### src/rtl/sram_port_arbiter.sv
// rtl/sram_port_arbiter.sv - single-port SRAM arbiter between instruction fetch (I) and load/store (D) requesters
module sram_port_arbiter #(
    parameter int ADDR_W       = 16,
    parameter int DATA_W       = 32,
    parameter int STARVE_LIMIT = 3,
    parameter int CNT_W        = 16
) (
    input  logic              clk,
    input  logic              rst,
    input  logic              i_req,
    input  logic [ADDR_W-1:0] i_addr,
    output logic              i_gnt,
    output logic              i_rvalid,
    output logic [DATA_W-1:0] i_rdata,
    output logic              i_stall,
    input  logic              d_req,
    input  logic [3:0]        d_w_en,
    input  logic [ADDR_W-1:0] d_addr,
    input  logic [DATA_W-1:0] d_wdata,
    output logic              d_gnt,
    output logic              d_rvalid,
    output logic [DATA_W-1:0] d_rdata,
    output logic              d_stall,
    output logic [3:0]        mem_w_en,
    output logic [ADDR_W-1:0] mem_addr,
    output logic [DATA_W-1:0] mem_wdata,
    input  logic [DATA_W-1:0] mem_rdata,
    output logic [CNT_W-1:0]  conflict_cnt,
    input  logic              cnt_clr
);

    localparam int SW = (STARVE_LIMIT < 1) ? 1 : $clog2(STARVE_LIMIT + 1);
    localparam logic [SW-1:0] LIMIT = SW'(STARVE_LIMIT);

    typedef enum logic [1:0] {
        PEND_NONE = 2'd0,
        PEND_I    = 2'd1,
        PEND_D    = 2'd2
    } pend_t;

    pend_t             r_rd_pend_q;
    pend_t             w_rd_pend_d;
    logic [SW-1:0]     r_starve_cnt;
    logic [CNT_W-1:0]  r_conflict_cnt;
    logic              w_i_win;
    logic              w_i_gnt;
    logic              w_d_gnt;
    logic              w_conflict;

    // I wins a conflict only once it has lost STARVE_LIMIT times in a row.
    always_comb begin
        w_conflict = i_req & d_req;
        w_i_win    = i_req & (~d_req | (r_starve_cnt >= LIMIT));
        w_i_gnt    = w_i_win & ~rst;
        w_d_gnt    = d_req & ~w_i_win & ~rst;
    end

    always_comb begin
        mem_w_en  = '0;
        mem_addr  = '0;
        mem_wdata = '0;
        if (w_i_gnt) begin
            mem_addr = i_addr;
        end else if (w_d_gnt) begin
            mem_w_en  = d_w_en;
            mem_addr  = d_addr;
            mem_wdata = d_wdata;
        end
    end

    always_comb begin
        w_rd_pend_d = PEND_NONE;
        if (w_i_gnt) begin
            w_rd_pend_d = PEND_I;
        end else if (w_d_gnt && (d_w_en == 4'b0000)) begin
            w_rd_pend_d = PEND_D;
        end
    end

    always_ff @(posedge clk or posedge rst) begin
        if (rst) begin
            r_rd_pend_q <= PEND_NONE;
        end else begin
            r_rd_pend_q <= w_rd_pend_d;
        end
    end

    always_ff @(posedge clk or posedge rst) begin
        if (rst) begin
            r_starve_cnt <= '0;
        end else if (!i_req || w_i_gnt) begin
            r_starve_cnt <= '0;
        end else if (r_starve_cnt != LIMIT) begin
            r_starve_cnt <= r_starve_cnt + SW'(1);
        end
    end

    // Clear wins over a same-cycle conflict; the count sticks at all-ones.
    always_ff @(posedge clk or posedge rst) begin
        if (rst) begin
            r_conflict_cnt <= '0;
        end else if (cnt_clr) begin
            r_conflict_cnt <= '0;
        end else if (w_conflict && (r_conflict_cnt != {CNT_W{1'b1}})) begin
            r_conflict_cnt <= r_conflict_cnt + CNT_W'(1);
        end
    end

    always_comb begin
        i_gnt        = w_i_gnt;
        d_gnt        = w_d_gnt;
        i_stall      = i_req & ~w_i_gnt;
        d_stall      = d_req & ~w_d_gnt;
        i_rvalid     = (r_rd_pend_q == PEND_I);
        d_rvalid     = (r_rd_pend_q == PEND_D);
        i_rdata      = i_rvalid ? mem_rdata : '0;
        d_rdata      = d_rvalid ? mem_rdata : '0;
        conflict_cnt = r_conflict_cnt;
    end

endmodule

### config.mk
export PLATFORM = sky130hd
export DESIGN_NAME = sram_port_arbiter
export DESIGN_NICKNAME = d
export VERILOG_FILES = /design/src/rtl/sram_port_arbiter.sv
export SDC_FILE = /design/constraint.sdc
export NUM_CORES = 1
export LEC_CHECK = 0
export BUFFER_PORTS_ARGS = -buffer_cell sky130_fd_sc_hd__buf_4
export CAP_MARGIN = 10
export CORE_AREA = 2 2 95 97
export DETAILED_ROUTE_END_ITERATION = 7
export DIE_AREA = 0 0 97 99
export PLACE_DENSITY = 0.69
export SLEW_MARGIN = 0
export SYNTH_ARGS = -nofsm -noshare
export SYNTH_HDL_FRONTEND = slang
export SYNTH_SLANG_ARGS = --single-unit
### constraint.sdc
create_clock -name clk -period 1.97 [get_ports clk]
set_input_delay 0.394 -clock clk [delete_from_list [all_inputs] [get_ports clk]]
set_output_delay 0.394 -clock clk [all_outputs]
set_load 0.005 [all_outputs]
==> impl_metrics.py, run 1 <==
metrics = {
    "power": {
        "p_sw_uw": 336,
        "power_frac_clock_pct": 21.8,
        "power_frac_seq_pct": 34.0,
        "p_leak_uw": 0.00234,
        "powerDensity_nw_per_um2": 284,
        "p_int_uw": 911,
        "vdd.ir_drop.worst_v": 0.000205,
        "power_frac_comb_pct": 44.2,
        "power_uw": 1250,
        "switching_share_pct": 27.0,
    },
    "synth": {
        "syn_avg_cell_area_um2": 7.86,
        "synth-edff-count": 0,
        "async_flop_share_pct": 100,
        "synth_warnings": 0,
        "yosys_most_used_dff": "dfrtp_1",
        "netlist_instances": 255,
        "seq_area_frac_synth_pct": 25.0,
        "syn-num-nets": 362,
        "ys_seq_elements": 20,
        "syn_area_um2": 2000,
        "synth_cell_types": 43,
    },
    "placed_design": {
        "place_ws_ps": 50.4,
        "placedCellCount": 600,
        "hpwl_um": 7690,
        "port_buffers": 242,
        "gp_congestion": 0.853,
    },
    "route": {
        "ant_nets": 0,
        "wire_per_inst_um": 15.9,
        "viasPerCell": 4.54,
        "wl_um": 9790,
        "drc": 0,
        "dr_total_vias": 2793,
        "dr.pass1.iters": 4,
        "drt_iter0_markers": 69,
    },
    "sta": {
        "worst_pin_slew_ps": 399,
        "period_needed_ps": 2080,
        "finalCritPeriodShare_pct": 106,
        "fin_skew_ps": 5.63,
        "hold_viol_final": 0,
        "hold_ws_ps": 78.7,
        "grt_setup_unrepaired": "true",
        "setup_slack_ps": -110,
        "finalSetupViolations": 53,
        "fmax_ghz": 0.481,
        "drv_slew": 0,
        "slew_headroom_pct": 73.2,
        "tns_ps": -3150,
    },
    "floorplanning": {
        "ios": 243,
        "dieArea_um2": 9600,
        "num_rows": 34,
        "dieHeight_um": 99,
        "start_util_pct": 23.4,
        "coreArea_um2": 8550,
        "die_x_um": 97,
    },
    "layout": {
        "final_cells": 615,
        "drive_above_1_share_pct": 61.7,
        "fin_nets": 616,
        "antenna_cells": 0,
        "area_delta_synth_final_pct": 119,
        "fillCellCount": 801,
    },
    "outcome": {
        "status": "complete, but fails checks",
        "violations": "negative setup slack",
    },
    "flow_run": {
        "max_cap_viol_count": 0,
    },
    "critical_path": {
        "cp.required_ps": 1580,
        "worst_r2r_path_depth": 4,
        "worstPathMaxFanout": 18,
        "crit_type": "register to output port",
        "worstPathArrival_ps": 1690,
        "start_kind": "register",
        "cp-end-kind": "output port",
    },
    "global_route": {
        "grt_max_degree": 34,
        "grtUsageMet3_pct": 3.12,
        "first_global_vias": 2892,
        "top_usage_layer": "met2",
        "grtUsageTotal_pct": 19.2,
        "grt_pass1_wl_um": 15100,
        "use_met2_pct": 34.1,
        "grt_antenna_before_repair": 0,
        "grt_overflow_total": 0,
        "use_met1_pct": 24.4,
    },
    "clock_tree": {
        "cts_buffers": 3,
        "holdBufCountCts": 0,
        "cts_buffer_depth": 2,
        "h-tree-depth": 1,
        "clock_latency_ps": 260,
        "clkSlewWorstSetupHoldPaths_ps": 70,
        "cts_sinks": 20,
        "cts_tree": "yes",
        "root_buffer": "clkbuf_8",
    },
    "min_path": {
        "hold_path.class": "primary input to asynchronous set/reset pin",
    },
}
==> flip-flops by register name (all words and copies together), names as in the netlist <==
register and cells:
conflict_cnt 16, r_rd_pend_q 2, r_starve_cnt 2
==> final cells by class <==
class                   instances  area [µm²]  area share (%)
multi-input cells             209        1500            34.1
inverters                      10        37.5           0.854
flip-flops and latches         20         500            11.4
clock buffers                   3        41.3           0.939
well taps                     108         135            3.07
repair buffers                265        2180            49.6
==> power groups by stage <==
| stage | clock network, µW | registers [µW] | logic (µW) |
|---|---|---|---|
| 6_report | 272 | 425 | 551 |
| 3_3_place_gp | 0 | 430 | 456 |
| 5_1_grt | 295 | 425 | 595 |
| 4_1_cts | 278 | 424 | 550 |
| 2_1_floorplan | 0 | 430 | 133 |
| 3_5_place_dp | 0 | 431 | 463 |
==> worst max-delay path, cell delays in order, from the launching register on <==
cell     delay (ps)
dfrtp_1         420
ha_4            190
buf_4           140
nor2_4          100
nor3b_4          60
buf_12          140
a22o_1          240
buf_4           140
==> metal layers <==
metal  vias to the layer above  routed length [µm]
li1                       1376                   -
met1                      1275                4000
met2                       132                4950
met3                        10                 711
met4                         0                 122
met5                         -                   0
==> per-stage QoR <==
step                util [%]  cell area (µm²)
global route            51.4             4400
global placement        46.8             4000
finish                  51.4             4400
detailed placement      46.8             4000
CTS                     51.3             4380
floorplan                  -             2000
==> worst paths after layout <==
kind,slack (ps),startpoint,endpoint
max,-110,r_starve_cnt[0],mem_addr[3]
min,80,rst,r_starve_cnt[0]
max reg2reg,140,conflict_cnt[3],conflict_cnt[9]
min reg2reg,590,conflict_cnt[1],conflict_cnt[1]
max in group asynchronous,1430,rst,conflict_cnt[14]
min in group clk,450,cnt_clr,conflict_cnt[13]
==> logic make-up (layout without fill, tap and decap cells) <==
family                     count (synthesis)  after routing  synth area share (%)
xor gates and xnor gates                   1              1                 0.437
and+or+nand+nor                          158            158                  48.6
AOI/OAI and AO/OA                         43             43                  16.7
adders and majority gates                  2              2                  1.25
muxes                                      5              5                  2.62
DFF                                       20             20                  25.0
buffers and inverters                     26            278                  5.49
==> cells in the final DEF (no fill, tap or decap), types with 3 or more instances in the layout <==
master / netlist / routed
mux2i_1: 3 / 3
and2_4: 0 / 29
o21ai_0: 4 / 4
nand3_1: 6 / 6
a21oi_1: 9 / 9
or4_1: 3 / 3
buf_6: 0 / 34
nor4_1: 5 / 5
nor2_1: 15 / 14
o31ai_1: 3 / 3
and2_1: 101 / 72
clkbuf_8: 1 / 3
a22o_1: 16 / 16
inv_1: 10 / 10
nor2b_1: 4 / 4
dfrtp_1: 20 / 20
nand2_1: 8 / 8
buf_4: 0 / 227
==> cells in the mapped netlist (2+ instances only) <==
cell type	count	area share (%)
and2_1	101	32
dfrtp_1	20	25
a22o_1	16	7.0
nor2_1	15	2.8
clkbuf_1	13	2.4
inv_1	10	1.9
a21oi_1	9	2.2
nand2_1	8	1.5
nand3_1	6	1.5
nor4_1	5	1.6
nor2b_1	4	1.2
o21ai_0	4	1.0
mux2i_1	3	1.5
o31ai_1	3	1.1
or4_1	3	1.1
a31o_2	2	0.87
a41o_1	2	1.0
buf_2	2	0.50
ha_1	2	1.2
nand4_1	2	0.62
nor3_1	2	0.50
or3_2	2	0.75
==> repair_timing <==
action,in CTS,in global routing
gates resized for setup,72,1
cloned,5,0
buffers inserted,6,2
endpoints found under the setup margin,55,56
pin swaps,33,14
No activity file was read; power rests on OpenSTA's default activity.
==> run 2, diff against run 1 <==
--- a/config.mk
+++ b/config.mk
@@ -5,12 +5,11 @@
 export SDC_FILE = /design/constraint.sdc
 export NUM_CORES = 1
 export LEC_CHECK = 0
-export BUFFER_PORTS_ARGS = -buffer_cell sky130_fd_sc_hd__buf_4
 export CAP_MARGIN = 10
 export CORE_AREA = 2 2 95 97
 export DETAILED_ROUTE_END_ITERATION = 7
 export DIE_AREA = 0 0 97 99
-export PLACE_DENSITY = 0.69
+export DONT_BUFFER_PORTS = 1
 export SLEW_MARGIN = 0
 export SYNTH_ARGS = -nofsm -noshare
 export SYNTH_HDL_FRONTEND = slang
==> run 2 against run 1 <==
Against the previous run:
- the run still ends with negative setup slack left
- final cell count is 39% lower
- worst hold slack better by 96 ps
- fmax is 4.9% higher
- combinational power is 60% lower
- global-route usage is 4.6 points lower
- sequential share of layout area is 9.0 points higher
- clock-buffer cell count stayed put
- die area stayed put
- clock power is 3% higher
- utilization is 23 points lower
- sequential power hardly changed
- first-iteration DRC count is 16% lower
- critical endpoint is now mem_wdata[0]
==> impl_metrics.py, run 2 (synthesis results as in run 1) <==
metrics = {
    "outcome": {
        "violations": "negative setup slack",
        "status": "complete, but fails checks",
    },
    "floorplanning": {
        "die_x_um": 97,
        "start_util_pct": 23.4,
        "dieHeight_um": 99,
        "coreArea_um2": 8550,
        "dieArea_um2": 9600,
        "ios": 243,
        "num_rows": 34,
    },
    "critical_path": {
        "worstPathArrival_ps": 1590,
        "start_kind": "register",
        "crit_type": "register to output port",
        "worstPathMaxFanout": 13,
        "cp-end-kind": "output port",
        "cp.required_ps": 1580,
    },
    "power": {
        "power_uw": 923,
        "p_leak_uw": 0.00107,
        "powerDensity_nw_per_um2": 376,
        "vdd.ir_drop.worst_v": 0.000203,
    },
    "global_route": {
        "first_global_vias": 1819,
        "use_met2_pct": 29.0,
        "grt_max_degree": 34,
        "grt_overflow_total": 0,
        "grtUsageTotal_pct": 14.6,
        "top_usage_layer": "met2",
        "use_met1_pct": 15.4,
        "grtUsageMet3_pct": 3.55,
        "grt_pass1_wl_um": 10900,
        "grt_antenna_before_repair": 0,
    },
    "layout": {
        "drive_above_1_share_pct": 22.6,
        "final_cells": 374,
        "area_delta_synth_final_pct": 22.4,
        "finish.utilization_pct": 28.7,
        "largest_reg_flops": 16,
        "antenna_cells": 0,
        "final_cell_mix": "and2_1 (84), dfrtp_1 (20), and2_4 (17), a22o_1 (16), buf_4 (16)",
        "mostFrequentLayoutCell": "and2_1",
        "fin_nets": 375,
    },
    "clock_tree": {
        "root_buffer": "clkbuf_8",
        "cts_sinks": 20,
        "cts_buffers": 3,
        "clock_latency_ps": 260,
        "cts_tree": "yes",
        "holdBufCountCts": 0,
        "h-tree-depth": 1,
        "clkSlewWorstSetupHoldPaths_ps": 80,
        "cts_buffer_depth": 2,
    },
    "route": {
        "wl_um": 8290,
        "viasPerCell": 5.56,
        "ant_nets": 0,
        "drt_iter0_markers": 58,
        "dr_total_vias": 2078,
        "wire_per_inst_um": 22.2,
        "dr.pass1.iters": 4,
        "drc": 0,
    },
    "sta": {
        "slew_headroom_pct": 45.7,
        "hold_viol_final": 0,
        "fmax_ghz": 0.504,
        "tns_ps": -170,
        "fin_skew_ps": 7.65,
        "setup_slack_ps": -13.2,
        "worst_pin_slew_ps": 814,
        "finalSetupViolations": 31,
        "drv_slew": 0,
        "finalCritPeriodShare_pct": 101,
        "grt_setup_unrepaired": "true",
        "period_needed_ps": 1980,
        "hold_ws_ps": 175,
    },
    "min_path": {
        "hold_path.class": "primary input to asynchronous set/reset pin",
    },
    "flow_run": {
        "max_cap_viol_count": 0,
    },
    "placed_design": {
        "hpwl_um": 6460,
        "placedCellCount": 361,
        "port_buffers": 0,
        "gp_congestion": 0.866,
    },
}
run 2: path summary, 6_finish.rpt:
| kind | from | end | slack [ps] | cells past startpoint |
|---|---|---|---|---|
| hold reg to reg | r_starve_cnt[1] | r_starve_cnt[1] | 590 | 2 |
| setup reg to reg | conflict_cnt[4] | conflict_cnt[9] | 160 | 4 |
| min in group clk | cnt_clr | conflict_cnt[7] | 180 | 1 |
| hold / removal | rst | conflict_cnt[0] | 180 | 1 |
| max in group asynchronous | rst | conflict_cnt[11] | 1290 | 1 |
| setup / recovery | r_starve_cnt[0] | mem_wdata[0] | -10 | 5 |
run 2: critical path, cell delays in order, from the launching register on:
cell	delay, ps
dfrtp_1	410
ha_4	190
a211oi_4	260
buf_4	190
buf_16	130
and2_1	150
run 2: cell type report:
| cell class | count | area (µm²) |
|---|---|---|
| clock buffer | 3 | 41.3 |
| inverter | 10 | 37.5 |
| fill | 922 | 6100 |
| multi-input combinational | 209 | 1460 |
| tap | 108 | 135 |
| sequential | 20 | 500 |
| timing repair buffer | 24 | 280 |
run 2: where the power goes:
part / total (µW) / switching [µW] / internal [µW]
clock: 279 / 143 / 136
sequential: 423 / 5.89 / 417
combinational: 221 / 109 / 112
total: 923 / 258 / 665
run 2: per-layer routing:
metal,up-vias,routed length (µm)
met5,-,0
met3,7,756
met4,0,105
met2,154,4590
met1,1021,2840
li1,896,-
run 2: timing repair:
| item | 4_1_cts | 5_1_grt |
|---|---|---|
| cloned | 2 | 2 |
| setup buffers | 4 | 3 |
| gates resized for setup | 5 | 22 |
| endpoints found under the setup margin | 52 | 53 |
| pin swaps | 6 | 12 |
run 2: stage by stage:
step           setup slack [ps]  cell area, µm²
4_1_cts                   -54.3            2350
3_3_place_gp                208            2200
3_5_place_dp                170            2200
2_1_floorplan              18.9            2000
5_1_grt                   -78.8            2450
6_report                  -13.2            2450
